$ cat config.mk
export PLATFORM = sky130hd
export DESIGN_NAME = pq_ctrl
export DESIGN_NICKNAME = d
export VERILOG_FILES = /design/src/rtl/pq_pkg.sv /design/src/rtl/pq_rr_arb.sv /design/src/rtl/pq_ctrl.sv
export SDC_FILE = /design/constraint.sdc
export NUM_CORES = 1
export LEC_CHECK = 0
export CAP_MARGIN = 20
export CORE_MARGIN = 5
export CORE_UTILIZATION = 25
export DETAILED_ROUTE_END_ITERATION = 12
export HOLD_SLACK_MARGIN = 0.12
export PLACE_DENSITY = 0.58
export RECOVER_POWER = 50
export SLEW_MARGIN = 20
export SYNTH_ARGS = -nofsm -noshare
export SYNTH_HDL_FRONTEND = slang
export SYNTH_SLANG_ARGS = --single-unit
$ cat constraint.sdc
create_clock -name ck -period 3.2 [get_ports ck]
set_input_delay 0.64 -clock ck [delete_from_list [all_inputs] [get_ports ck]]
set_output_delay 0.64 -clock ck [all_outputs]
set_load 0.01 [all_outputs]
$ cat src/rtl/pq_pkg.sv
// Shared types and sizing helpers for the priority-queue controller.
package pq_pkg;

    typedef enum logic [1:0] {
        StInit,
        StRun,
        StFlush,
        StDone
    } pq_state_e;

    localparam int unsigned DefDepth = 6;
    localparam int unsigned DefWidth = 1;

    // Bits needed to hold an occupancy of 0..depth inclusive.
    function automatic int unsigned cnt_width(input int unsigned depth);
        return $clog2(depth + 1);
    endfunction

endpackage

$ cat src/rtl/pq_rr_arb.sv
// Round-robin arbiter: grants the first requester at or after the pointer, wrapping.
module pq_rr_arb #(
    parameter int unsigned NREQ = 2,
    parameter int unsigned PtrW = (NREQ > 1) ? $clog2(NREQ) : 1
) (
    input  logic [NREQ-1:0] i_req,
    input  logic [PtrW-1:0] i_ptr,
    input  logic            i_en,
    output logic [NREQ-1:0] o_gnt,
    output logic [PtrW-1:0] o_idx
);

    logic            w_hi_found;
    logic            w_any_found;
    logic [PtrW-1:0] w_hi_idx;
    logic [PtrW-1:0] w_any_idx;

    // Lowest requester at/after the pointer, plus lowest overall as the wrap fallback.
    always_comb begin
        w_hi_found  = 1'b0;
        w_any_found = 1'b0;
        w_hi_idx    = '0;
        w_any_idx   = '0;
        for (int i = NREQ - 1; i >= 0; i--) begin
            if (i_req[i]) begin
                w_any_found = 1'b1;
                w_any_idx   = PtrW'(i);
                if (i >= int'(i_ptr)) begin
                    w_hi_found = 1'b1;
                    w_hi_idx   = PtrW'(i);
                end
            end
        end
    end

    assign o_idx = w_hi_found ? w_hi_idx : w_any_idx;

    // One-hot grant, only when the controller actually issues a push.
    always_comb begin
        o_gnt = '0;
        for (int i = 0; i < NREQ; i++) begin
            o_gnt[i] = i_en && w_any_found && (o_idx == PtrW'(i));
        end
    end

endmodule

$ cat src/rtl/pq_ctrl.sv
// Sequencing controller for the priQueue sorted shift register: push/pop arbitration,
// occupancy tracking, flush and post-reset clear.
module pq_ctrl
    import pq_pkg::*;
#(
    parameter int unsigned DEPTH  = DefDepth,
    parameter int unsigned WIDTH  = DefWidth,
    parameter int unsigned NREQ   = 2,
    parameter int unsigned STARVE = 4
) (
    input  logic                        ck,
    input  logic                        r,
    input  logic [NREQ-1:0]             push_req,
    input  logic [NREQ*WIDTH-1:0]       push_data,
    output logic [NREQ-1:0]             push_gnt,
    input  logic                        pop_req,
    output logic                        pop_valid,
    output logic [WIDTH-1:0]            pop_data,
    input  logic                        flush_req,
    output logic                        flush_done,
    output logic [WIDTH-1:0]            pq_newVal,
    output logic                        pq_loadIn,
    output logic                        pq_shiftOut,
    output logic                        pq_clear,
    input  logic [WIDTH-1:0]            pq_top,
    output logic [cnt_width(DEPTH)-1:0] count,
    output logic                        full,
    output logic                        empty
);

    localparam int unsigned CntW = cnt_width(DEPTH);
    localparam int unsigned PtrW = (NREQ > 1) ? $clog2(NREQ) : 1;
    localparam int unsigned StvW = $clog2(STARVE + 1);

    pq_state_e       r_state;
    pq_state_e       w_state_d;
    logic [CntW-1:0] r_count;
    logic [PtrW-1:0] r_ptr;
    logic [StvW-1:0] r_starve;
    logic            r_pop_valid;
    logic [WIDTH-1:0] r_pop_data;

    logic            w_pop_elig;
    logic            w_push_elig;
    logic            w_starved;
    logic            w_do_pop;
    logic            w_do_push;
    logic            w_clear;
    logic [NREQ-1:0] w_gnt;
    logic [PtrW-1:0] w_idx;
    logic [PtrW-1:0] w_ptr_next;
    logic [WIDTH-1:0] w_new_val;

    assign w_pop_elig  = pop_req && (r_count != '0);
    assign w_push_elig = (|push_req) && (r_count != CntW'(DEPTH));
    assign w_starved   = (r_starve == StvW'(STARVE));

    pq_rr_arb #(
        .NREQ (NREQ),
        .PtrW (PtrW)
    ) u_arb (
        .i_req (push_req),
        .i_ptr (r_ptr),
        .i_en  (w_do_push),
        .o_gnt (w_gnt),
        .o_idx (w_idx)
    );

    assign w_ptr_next = (int'(w_idx) == int'(NREQ) - 1) ? '0 : w_idx + PtrW'(1);

    // Next state and per-cycle queue operation; everything is held off while r is high.
    always_comb begin
        w_state_d = r_state;
        w_do_pop  = 1'b0;
        w_do_push = 1'b0;
        w_clear   = 1'b0;
        if (!r) begin
            unique case (r_state)
                StInit: begin
                    w_clear   = 1'b1;
                    w_state_d = StRun;
                end
                StRun: begin
                    if (flush_req) begin
                        w_state_d = StFlush;
                    end else if (w_pop_elig && !(w_push_elig && w_starved)) begin
                        w_do_pop = 1'b1;
                    end else if (w_push_elig) begin
                        w_do_push = 1'b1;
                    end
                end
                StFlush: begin
                    w_clear   = 1'b1;
                    w_state_d = StDone;
                end
                StDone: begin
                    w_state_d = StRun;
                end
                default: begin
                    w_state_d = StInit;
                end
            endcase
        end
    end

    // Select the granted requester's key for the queue input; zero when nothing is granted.
    always_comb begin
        w_new_val = '0;
        for (int i = 0; i < NREQ; i++) begin
            if (w_gnt[i]) begin
                w_new_val = push_data[i*WIDTH +: WIDTH];
            end
        end
    end

    // State, occupancy, arbitration pointer, starvation counter and pop result registers.
    always_ff @(posedge ck) begin
        if (r) begin
            r_state     <= StInit;
            r_count     <= '0;
            r_ptr       <= '0;
            r_starve    <= '0;
            r_pop_valid <= 1'b0;
            r_pop_data  <= '0;
        end else begin
            r_state     <= w_state_d;
            r_pop_valid <= w_do_pop;
            if (w_do_pop) begin
                r_pop_data <= pq_top;
            end
            if (r_state == StFlush) begin
                r_count <= '0;
            end else if (w_do_pop) begin
                r_count <= r_count - CntW'(1);
            end else if (w_do_push) begin
                r_count <= r_count + CntW'(1);
            end
            if (w_do_push) begin
                r_ptr    <= w_ptr_next;
                r_starve <= '0;
            end else if (w_do_pop && w_push_elig && !w_starved) begin
                r_starve <= r_starve + StvW'(1);
            end
        end
    end

    assign push_gnt    = w_gnt;
    assign pq_newVal   = w_new_val;
    assign pq_loadIn   = w_do_push;
    assign pq_shiftOut = w_do_pop;
    assign pq_clear    = w_clear;
    assign pop_valid   = r_pop_valid;
    assign pop_data    = r_pop_data;
    assign flush_done  = (r_state == StDone);
    assign count       = r_count;
    assign full        = (r_count == CntW'(DEPTH));
    assign empty       = (r_count == '0);

endmodule

==> results of run 1 <==
## metrics by stage
stage / hold WS (ns) / setup WS (ns)
finish: 0.4516 / 0.1661
global route: 0.4811 / 0.08317
CTS: 0.4547 / 0.05959
detailed placement: 0.4373 / 0.07738
global placement: 0.4321 / 0.06955
floorplan: 0.4211 / 0.3915
## area by class of cell
| cell class | instances | area (µm²) |
|---|---|---|
| Sequential cell | 11 | 220.2 |
| Timing Repair Buffer | 25 | 239.0 |
| Inverter | 10 | 37.54 |
| Multi-Input combinational cell | 59 | 442.9 |
| Fill cell | 284 | 1729 |
| Tap cell | 31 | 38.79 |
| Clock buffer | 4 | 26.28 |
## cells by family (layout without fill, tap and decap cells)
family                   after synthesis  count (layout)  share of synthesized area [%]
AND/OR/NAND/NOR                       33              33                          23.99
AO/OA/AOI/OAI                         13              13                          16.58
flip-flops                            11              11                          31.04
buffers and inverters                 11              39                          6.879
adder cells (fa/ha/maj)                7               7                          13.40
multiplexers                           4               4                          5.644
XOR/XNOR                               2               2                          2.470
## critical path: cells and delay by family
family / cells / cell delay (ns)
compound gates: 1 / 0.27
buf+inv: 2 / 1.06
simple gates: 1 / 0.43
## Yosys cell counts (2+ instances only)
master / count
a211oi_1: 2
a21o_1: 2
a21oi_1: 2
dfxtp_1: 11
ha_1: 6
inv_1: 10
mux2i_1: 4
nand2_1: 4
nand2b_1: 3
nor2_1: 12
nor3_1: 2
o21ai_0: 2
or2_2: 3
xnor2_1: 2
## per-layer routing
layer	global-route usage, %	up-vias	part of all wire [%]
met4	3.896	0	1.9
met2	14.74	19	50
li1	-	325	-
met5	0	-	0
met1	8.691	293	42
met3	3.197	4	6.2
## registers in the layout, indices dropped and copies added, names as in the netlist
name,count
r_state,2
pop_valid,1
r_ptr,1
r_starve,3
pop_data,1
count,3
## power by group
part           leakage [nW]  internal (mW)  switching (mW)
sequential           0.0894          0.143         0.00750
combinational         0.321         0.0427          0.0352
clock                0.0150         0.0484          0.0515
total                 0.425          0.234          0.0942
## what timing repair did
| item | CTS | global route |
|---|---|---|
| endpoints found under the setup margin | 0 | 1 |
| hold buffers | 0 | 0 |
| resized for setup | 0 | 1 |
| endpoints found under the hold margin | 0 | 0 |
| buffers inserted | 0 | 0 |
## how the worst max path moves through the flow
| stage | start | endpoint | slack (ns) | cells past startpoint |
|---|---|---|---|---|
| floorplan | r | count[2] | 0.39 | 8 |
| global placement | flush_req | push_gnt[0] | 0.07 | 5 |
| detailed placement | flush_req | push_gnt[0] | 0.08 | 5 |
| CTS | flush_req | push_gnt[0] | 0.06 | 5 |
| global route | flush_req | push_gnt[0] | 0.08 | 5 |
| finish | flush_req | pq_shiftOut | 0.17 | 4 |
==> results by group, run 1 <==
GRT
  – Largest net degree at the start of global routing: 9
  – Vias in the first global route: 626
  – Initial antenna violation count: 0
  – GRT Resource Usage Total: 8.382%
  – First-pass GRT wire length: 2.691 mm
  – Total gr overflow: 0

Clock tree
  – Clk Latency, worst-skew pair: 0.28 ns
  – TritonCTS Buffers: 3
  – Clock tree buffer depth: 2
  – Root Driver: clkbuf_4
  – Clock Sinks: 11
  – Worst-path clk slew: 0.07 ns
  – CTS tree: built
  – H-tree Lvls: 1

Critical path
  – RR Startpoint: r_state[0]
  – Crit-path max cell delay: 0.60 ns
  – Required time of the critical path: 2.56 ns
  – Crit end category: output pin
  – Crit Path Max Fanout: 4
  – RR Endpoint: count[2]
  – Worst r2r path cells: 8
  – Critical-path top delay cell: clkdlybuf4s50_1
  – Critical-path cell list: clkdlybuf4s50_1, or3b_1, a211oi_2, clkdlybuf4s50_1
  – Worst setup SP type: input pin
  – Critical Path AT: 2.39 ns
  – Most used cell, CP: clkdlybuf4s50_1
  – CP Class: in -> out
  – Reg2reg setup slack: 0.62 ns

Outcome
  – Status: finished, final reports clean

STA
  – RSZ-0062 raised after global routing: false
  – Slew Limit Headroom: 75.50%
  – Final period util: 94.81%
  – Clk_skew: 0.003914 ns
  – Setup_tns: 0 ns
  – Max Slew Vio Count: 0
  – Slew of the pin with the lowest slew margin: 0.3637 ns
  – Final setup vio count: 0
  – Final hold violation count: 0
  – Period minus WS final: 3.034 ns
  – FMAX: 329.6 MHz

Route
  – Drt drc: 0
  – 1st-iter DRT viols: 28
  – Vias per inst: 4.579
  – Final WL: 1.619 mm
  – Routed Antenna Nets: 0
  – Initial DRT Pass Iterations: 4
  – WL/cell: 11.56 µm
  – Vias: 641

Synth
  – Area share of the largest cell type after synthesis: 31.04%
  – Warnings, synthesis: 0
  – Mapped Area: 709.4 µm²
  – Top cells by area, synth: dfxtp_1 31%, ha_1 11%, nor2_1 6.3%, mux2i_1 5.6%, inv_1 5.3%
  – Synthesized area per cell: 8.758 µm²
  – Post-synthesis cell count: 81
  – Synthesized flop and latch total: 11
  – Number of synthesized flops with an enable pin: 0
  – Seq/Total Area, Yosys: 31.04%
  – Yosys top cell by area: dfxtp_1
  – Mapped Nets: 97
  – Post-synth top flop: dfxtp_1
  – Async SR Flop Fraction: 0%
  – Synth cell types: 30

Finish
  – ANT cells: 0
  – Synth-to-Final Area Change: 41.62%
  – Final instance area: 0.001005 mm²
  – Most frequent cells in the layout: 19 x clkdlybuf4s50_1, 12 x nor2_1, 11 x dfxtp_1
  – Layout cells sized above 1: 11.93%
  – Non-Filler Instances: 140
  – Commonest non-fill, non-tap cell in the layout: clkdlybuf4s50_1
  – Final Core Density: 36.75%
  – Final net count: 126

Floorplanning
  – Die Wd: 63.27 µm
  – Starting Density: 25.95%
  – Num ports: 23
  – Die area: 0.004003 mm²
  – Core area: 0.002734 mm²
  – Die height: 63.27 µm
  – Num rows: 19

Placement
  – Final HPWL DP: 1.321 mm
  – Buffers added on ports: 22
  – Post-DP Area: 979.7 µm²
  – GPL Wtd Cong: 0.7178
  – Placed Cells: 136

Pwr
  – Maximum vdd drop: 0.1509 mV
  – Power Total: 0.3286 mW
  – P per Cell Area: 327.0 mW/mm²
  – Pleak: 0.4252 nW

Worst hold path
  – WHS Endpoint: r_ptr
  – Min-delay worst type: reg -> reg
  – Hold path start: r_ptr
  – Hold Crit Depth: 1

Run
  – Max-cap viol count: 0
Note: power is estimated with default switching activity, not from simulation.
==> run 2: changes to the inputs <==
--- a/config.mk
+++ b/config.mk
@@ -12,7 +12,6 @@
 export HOLD_SLACK_MARGIN = 0.12
 export PLACE_DENSITY = 0.58
 export RECOVER_POWER = 50
-export SLEW_MARGIN = 20
 export SYNTH_ARGS = -nofsm -noshare
 export SYNTH_HDL_FRONTEND = slang
 export SYNTH_SLANG_ARGS = --single-unit
==> results of run 2 <==
Final layout, timing and power as in run 1 (identical DEF).
==> run 3: changes to the inputs <==
--- a/config.mk
+++ b/config.mk
@@ -5,7 +5,7 @@
 export SDC_FILE = /design/constraint.sdc
 export NUM_CORES = 1
 export LEC_CHECK = 0
-export CAP_MARGIN = 20
+export CAP_MARGIN = 5
 export CORE_MARGIN = 5
 export CORE_UTILIZATION = 25
 export DETAILED_ROUTE_END_ITERATION = 12
@@ -15,3 +15,4 @@
 export SYNTH_ARGS = -nofsm -noshare
 export SYNTH_HDL_FRONTEND = slang
 export SYNTH_SLANG_ARGS = --single-unit
+export TNS_END_PERCENT = 20
==> results of run 3 <==
Final layout, timing and power as in run 1 (identical DEF).
